### src/rtl/hot_vector_decoder_13bit.sv
// Purpose: decodes a stream of index beats into one-hot bits and ORs them into a frame vector.
// Latency: hot_valid_o rises one cycle after the beat flagged last is accepted.
// Backpressure: while a frame is held, idx_ready_o is low and upstream beats wait; no double buffering.
//
// Ports:
//   clk_i, rst_i           clock (rising edge), synchronous active-high reset
//   idx_i/idx_valid_i/idx_last_i/idx_ready_o   index beat stream (valid/ready)
//   hot_vector_o/hot_valid_o/hot_ready_i       assembled frame (valid/ready)
//   beat_cnt_o             accepted beats in the current or held frame, saturating
//   dup_o, err_o           sticky per-frame repeated-index / out-of-range flags
module hot_vector_decoder_13bit #(
  parameter int WIDTH = 13,
  parameter int IDX_W = 4
) (
  input  logic               clk_i,
  input  logic               rst_i,
  input  logic [IDX_W-1:0]   idx_i,
  input  logic               idx_valid_i,
  input  logic               idx_last_i,
  output logic               idx_ready_o,
  output logic [WIDTH-1:0]   hot_vector_o,
  output logic               hot_valid_o,
  input  logic               hot_ready_i,
  output logic [IDX_W:0]     beat_cnt_o,
  output logic               dup_o,
  output logic               err_o
);

  typedef enum logic {
    ACCUM = 1'b0,
    HOLD  = 1'b1
  } state_t;

  localparam logic [IDX_W:0] CNT_MAX = '1;
  localparam int unsigned    WIDTH_U = WIDTH;

  state_t           state;
  logic [WIDTH-1:0] acc;
  logic [IDX_W:0]   beat_cnt;
  logic             dup;
  logic             err;
  logic             ready_q;
  logic             valid_q;

  logic [WIDTH-1:0] onehot;
  logic             in_range;
  logic             beat_acc;
  logic             frame_taken;

  // Shifting past the top bit yields zero, so out-of-range indices decode to
  // an empty mask; in_range still gates the update so err is flagged instead.
  assign onehot      = WIDTH'(1) << idx_i;
  assign in_range    = (32'(idx_i) < WIDTH_U);
  assign beat_acc    = idx_valid_i && ready_q;
  assign frame_taken = valid_q && hot_ready_i;

  always_ff @(posedge clk_i) begin
    if (rst_i) begin
      state    <= ACCUM;
      acc      <= '0;
      beat_cnt <= '0;
      dup      <= 1'b0;
      err      <= 1'b0;
      ready_q  <= 1'b1;
      valid_q  <= 1'b0;
    end else begin
      case (state)
        ACCUM: begin
          if (beat_acc) begin
            if (in_range) begin
              acc <= acc | onehot;
              if ((acc & onehot) != '0) begin
                dup <= 1'b1;
              end
            end else begin
              err <= 1'b1;
            end
            if (beat_cnt != CNT_MAX) begin
              beat_cnt <= beat_cnt + 1'b1;
            end
            // The last beat's own update lands on the same edge as the move
            // to HOLD, so the held frame already includes it.
            if (idx_last_i) begin
              state   <= HOLD;
              ready_q <= 1'b0;
              valid_q <= 1'b1;
            end
          end
        end
        HOLD: begin
          if (frame_taken) begin
            state    <= ACCUM;
            acc      <= '0;
            beat_cnt <= '0;
            dup      <= 1'b0;
            err      <= 1'b0;
            ready_q  <= 1'b1;
            valid_q  <= 1'b0;
          end
        end
        default: begin
          state   <= ACCUM;
          ready_q <= 1'b1;
          valid_q <= 1'b0;
        end
      endcase
    end
  end

  assign idx_ready_o  = ready_q;
  assign hot_valid_o  = valid_q;
  assign hot_vector_o = acc;
  assign beat_cnt_o   = beat_cnt;
  assign dup_o        = dup;
  assign err_o        = err;

endmodule

### config.mk
export PLATFORM = sky130hd
export DESIGN_NAME = hot_vector_decoder_13bit
export DESIGN_NICKNAME = d
export VERILOG_FILES = /design/src/rtl/hot_vector_decoder_13bit.sv
export SDC_FILE = /design/constraint.sdc
export NUM_CORES = 1
export LEC_CHECK = 0
export ABC_AREA = 1
export BUFFER_PORTS_ARGS = -buffer_cell sky130_fd_sc_hd__buf_2
export CAP_MARGIN = 20
export CORE_MARGIN = 2
export CORE_UTILIZATION = 45
export CTS_CLUSTER_DIAMETER = 150
export DETAILED_ROUTE_END_ITERATION = 12
export PLACE_DENSITY = 0.68
export SETUP_SLACK_MARGIN = 0.4
export SYNTH_ARGS = -nofsm -noshare
export SYNTH_HDL_FRONTEND = slang
export SYNTH_SLANG_ARGS = --single-unit
### constraint.sdc
create_clock -name clk_i -period 2 [get_ports clk_i]
set_input_delay 0.3 -clock clk_i [delete_from_list [all_inputs] [get_ports clk_i]]
set_output_delay 0.3 -clock clk_i [all_outputs]
set_load 0.02 [all_outputs]
After elaboration in Yosys (flattened, before gate mapping)
Index checks and enable logic that the tools add are counted.

Word-level logic and storage cells: 56. Bits in registers: 23. Output and inout bits: 22.

Reductions and logical operators: 8. Shifts and indexed selects: 1. Muxes and demuxes: 27. Equality and inequality tests: 8. Bitwise logic cells: 3. Add/subtract/negate cells: 1. Magnitude comparators: 1.

Operators by type and width (count): $mux W13 (3); $pmux W13 S2 (1); $mux W5 (3); $mux W1 (14); $and A13 B13 Y13 (1); $or A13 B13 Y13 (1); $reduce_bool A13 Y1 (1); $shl A1 B4 Y13 const A (1); $ne A2 B2 Y1 const B (6); $reduce_and A3 Y1 (4); $pmux W1 S2 (5); $pmux W5 S2 (1); $add A5 B1 Y5 const B (1); $ne A5 B5 Y1 const B (1); $lt A4 B4 Y1 const B (1); $reduce_and A4 Y1 (1); $logic_and A1 B1 Y1 (2); $ne A2 B1 Y1 const B (1); $not A1 Y1 (1).

Longest topological paths before layout
Word-level depth: 7. Gate-level depth with buffers: 10. Gate-level depth less buffers: 10.

Least setup slack after synthesis
OpenSTA, ideal clock, no wires.

Path type: reg2reg. Start: reg beat_cnt[0] (netlist: beat_cnt_o[0]). End: reg beat_cnt[3] (netlist: beat_cnt_o[3]). Arrival time: 1482 ps. Setup time: 125 ps. Buffers on the path: 0. Slack: 392 ps. Cell stages (with the launch flop): 11. Cells stage by stage: dfxtp_1 > ha_1 > nand2_1 > nor2_1 > ha_1 > nor2_1 > nand2_1 > nand2_1 > inv_1 > nor4_1 > nor3_1.

Word-level cells in the longest chain between the ends: 4. Elaborated cells between the ends (all ways): 7.

Ends and longest elaborated chain: start: declaration (line 39) `logic [IDX_W:0] beat_cnt;`; start signal: assignment (line 79) `beat_cnt <= beat_cnt + 1'b1;`; $add A5 B1 Y5 (line 79); $mux W5 (line 78) `if (beat_cnt != CNT_MAX) begin`; $mux W5 (line 69) `if (beat_acc) begin`; $pmux W5 S2 (line 67) `case (state)`.

Parallel ways exist; a longest one is shown, timed or not. The select of a mux whose other input is x is not followed. A chain may end at the register's enable or synchronous reset.

Worst setup path after layout
Start: reg beat_cnt[1] (netlist: beat_cnt_o[1]). End: reg beat_cnt[3] (netlist: beat_cnt_o[3]).

The elaborated chain is that of the path after synthesis.

==> impl_results.md <==
* Status: finished, final reports clean
* Count of input and output buffers at 30
* Final setup violation count at 0
* Hold Vio Cnt, Final at 0
* Source-to-sink clock delay at the later pin of the worst-skew pair at 0.32 ns
* Syn nets at 167
* Number of filler instances in the final layout at 204
* Overall overflow remaining after global route at 0
* Clock Tree Root: clkbuf_4
* Post-cts hold buffer count at 0
* Delay of the slowest critical-path stage at 0.37 ns
* Area share of and/or/nand/nor cells after synthesis at 32.69%
* Worst Setup Start Kind: register
* Initial antenna violation count at 0
* Std-Cell Core Area at 2276 sq um
* Post-route antenna net violation count at 0
* Total Die Area at 2879 sq um
* Syn-to-layout area delta at 27.28%
* Clock slew at reported path FFs at 0.12 ns
* Total routing resource utilization after global routing at 21.15%
* Signal arrival time at the worst endpoint at 1.81 ns
* Iteration-0 DRC Markers at 13
* Type of the setup path with the least slack: register to register
* Number of cells traversed by the worst hold path at 2
* Register-to-Register Path Depth at 10
* Detailed-route via count at about 1.1k
* Path category of the worst min-delay check: input pin to register
* Family of cells with the greatest summed delay on the critical path: simple AND/OR/NAND/NOR gates
* Number of buffers created by CTS at 3
* Adder and majority gate portion of the synthesized area at 2.255%
* Maximum net fanout on the critical path at 4
* Global-route wire length before repair at around 4500 microns
* Die boundary height at 53.66 microns
* Worst slew pin tran at 0.3979 ns
* Sum Neg Setup Slack at 0 ns
* Post-synthesis cell count at 156
* Data required time at the worst endpoint at roughly 2.2 ns
* Total buffers and inverters traversed by the critical path at 1
* Total wire length at about 2800 microns
* Number of DRC violations after detailed routing at 0
* Number of cells on the critical path at 10
* Max Root-Sink Buffers at 2
* YS warnings at 0
* Average cell area after synthesis at 7.114 sq um
* Final GP Congestion at 0.8154
* Final count of pins violating max slew at 0
* Via count of the first global-routing pass at 1,030
* Final critical path time including I/O delays and setup at 1.612 ns
* Xor/xnor share of the synthesized area at 0%
* Post-layout nets at 204
* Areal power density over the cells at 616.2 nW/um^2
* Max Clock Skew at 0.003005 ns
* Yosys cell types at 22
* TritonCTS sink count at 23
* Largest net degree at the start of global routing at 15
* Max Fclk at 620.5 MHz
* Static leakage at 0.0006477 uW
* Ratio of cells with drive above 1 in the final layout at 31.25%
* Initial standard-cell utilization of the core at between 40% and 50%
* TritonCTS clock tree: built
* Share of the clock period used by the worst path at 80.58%
* Sequential cell area fraction in the yosys report at about 41%
* Unrepaired setup endpoints after global routing: yes
* Boundary pin count at 31
* Ant. Diodes at 0
* IR Drop Worst-Case VDD at 0.3743 mV
* Post-synthesis compound-gate area fraction at approximately an eighth
* Via density per instance at 5.182
* Dominant combinational cell family by area after synthesis: simple AND/OR/NAND/NOR gates
* CTS H-tree lvls at 1
* Number of placement rows at 17
* Setup crit end kind: register
* Max-cap violation count at 0
* Cell area after technology mapping at ~1100 sq um
* 1st-pass router iterations at 4
* Width of the die at 53.66 microns
* WL/cell at 12.90 microns
* Proportion of synthesized area in mux cells at 0%
* Number of register bits inferred by synthesis at 23
* DPL Wire Length at 1971 microns
* Cell Chain, Critical Path: ha_4 > nand2_4 > nor2_4 > ha_4 > nor2_4 > nand2_2 > nand2_2 > inv_4 > nor4_4 > nor3_1
* Worst relative slew slack at 73.41%
* Dpl ws at 0.3329 ns
* Crit-path slowest cell: dfxtp_2
* Post-route worst setup slack at 0.3883 ns
layout by cell type (no fill, tap or decap), types with 2 or more instances in the layout:
cell      instances
ha_4              2
a21oi_1          20
nor3_1            2
nand2_1          24
nand3_1          13
nor2_1           10
clkbuf_4          3
nor2_2            3
dfxtp_1          21
nand4_1          13
inv_2             2
nand2_2           2
dfxtp_2           2
nor2_4            3
buf_4             6
inv_1            25
buf_2            30
layout make-up:
| type | instances | area, sq um | area share, % |
|---|---|---|---|
| multi-input combinational | 101 | 585.6 | 41.45 |
| sequential | 23 | 462.9 | 32.77 |
| clock buffer | 4 | 26.28 | 1.860 |
| timing repair buffer | 36 | 195.2 | 13.82 |
| tap | 28 | 35.03 | 2.480 |
| inverter | 28 | 107.6 | 7.617 |
through the flow:
step	utilization, %	instance area (sq um)	hold WS [ns]	std cells	power (uW)
6_report	62.07	1413	0.1847	220	870.4
3_5_place_dp	56.18	1279	0.4542	211	629.3
2_1_floorplan	-	1112	0.3691	156	588.3
5_1_grt	62.07	1413	0.2009	220	912.3
3_3_place_gp	56.18	1279	0.4486	211	624.8
4_1_cts	57.89	1318	0.1794	215	849.2
path summary, 6_finish.rpt:
kind	slack [ns]	startpoint	to
hold reg to reg	0.47	hot_vector_o[7]	hot_vector_o[7]
hold / removal	0.18	rst_i	beat_cnt_o[1]
setup / recovery	0.39	beat_cnt_o[1]	beat_cnt_o[3]
setup reg to reg	0.39	beat_cnt_o[1]	beat_cnt_o[3]
where the power goes:
group          internal, uW  switching [uW]
registers               474            14.3
clock network          78.0             142
logic                  55.7             106
total                   608             262
synth_stat cells (all sizes together):
cell / n / area share (%)
a211oi: 1 / 0.68
a21oi: 21 / 9.8
buf: 4 / 2.4
dfxtp: 23 / 41
ha: 2 / 2.3
inv: 28 / 9.5
nand2: 27 / 9.1
nand3: 13 / 5.9
nand3b: 1 / 0.68
nand4: 13 / 7.3
nor2: 16 / 6.8
nor3: 3 / 1.8
nor4: 1 / 0.56
o21ai: 2 / 1.2
or2: 1 / 0.56
cell families (layout without fill, tap and decap cells):
logic type                 after synthesis  count (layout)
AOI/OAI and AO/OA                       24              24
buffers and inverters                   32              68
adders and majority gates                2               2
DFF                                     23              23
and+or+nand+nor                         75              75
layer usage:
layer  global-route usage (%)  wire, microns  part of all wire, %
met2                    33.13           1342                   47
met5                        0              0                    0
met1                    28.52           1330                   47
met4                    10.26             69                  2.4
met3                    2.778             96                  3.4
registers in the layout, indices dropped and copies added (netlist names):
name	cells
beat_cnt_o	5
dup_o	1
hot_vector_o	13
hot_valid_o	1
err_o	1
state	1
idx_ready_o	1
timing repair:
action / CTS / global route
buffers inserted: 0 / 5
resized for setup: 4 / 13
endpoints found under the hold margin: 0 / 0
cloned: 0 / 0
setup endpoints to repair: 2 / 5
pin swaps: 0 / 5
No activity file was read; power rests on OpenSTA's default activity.
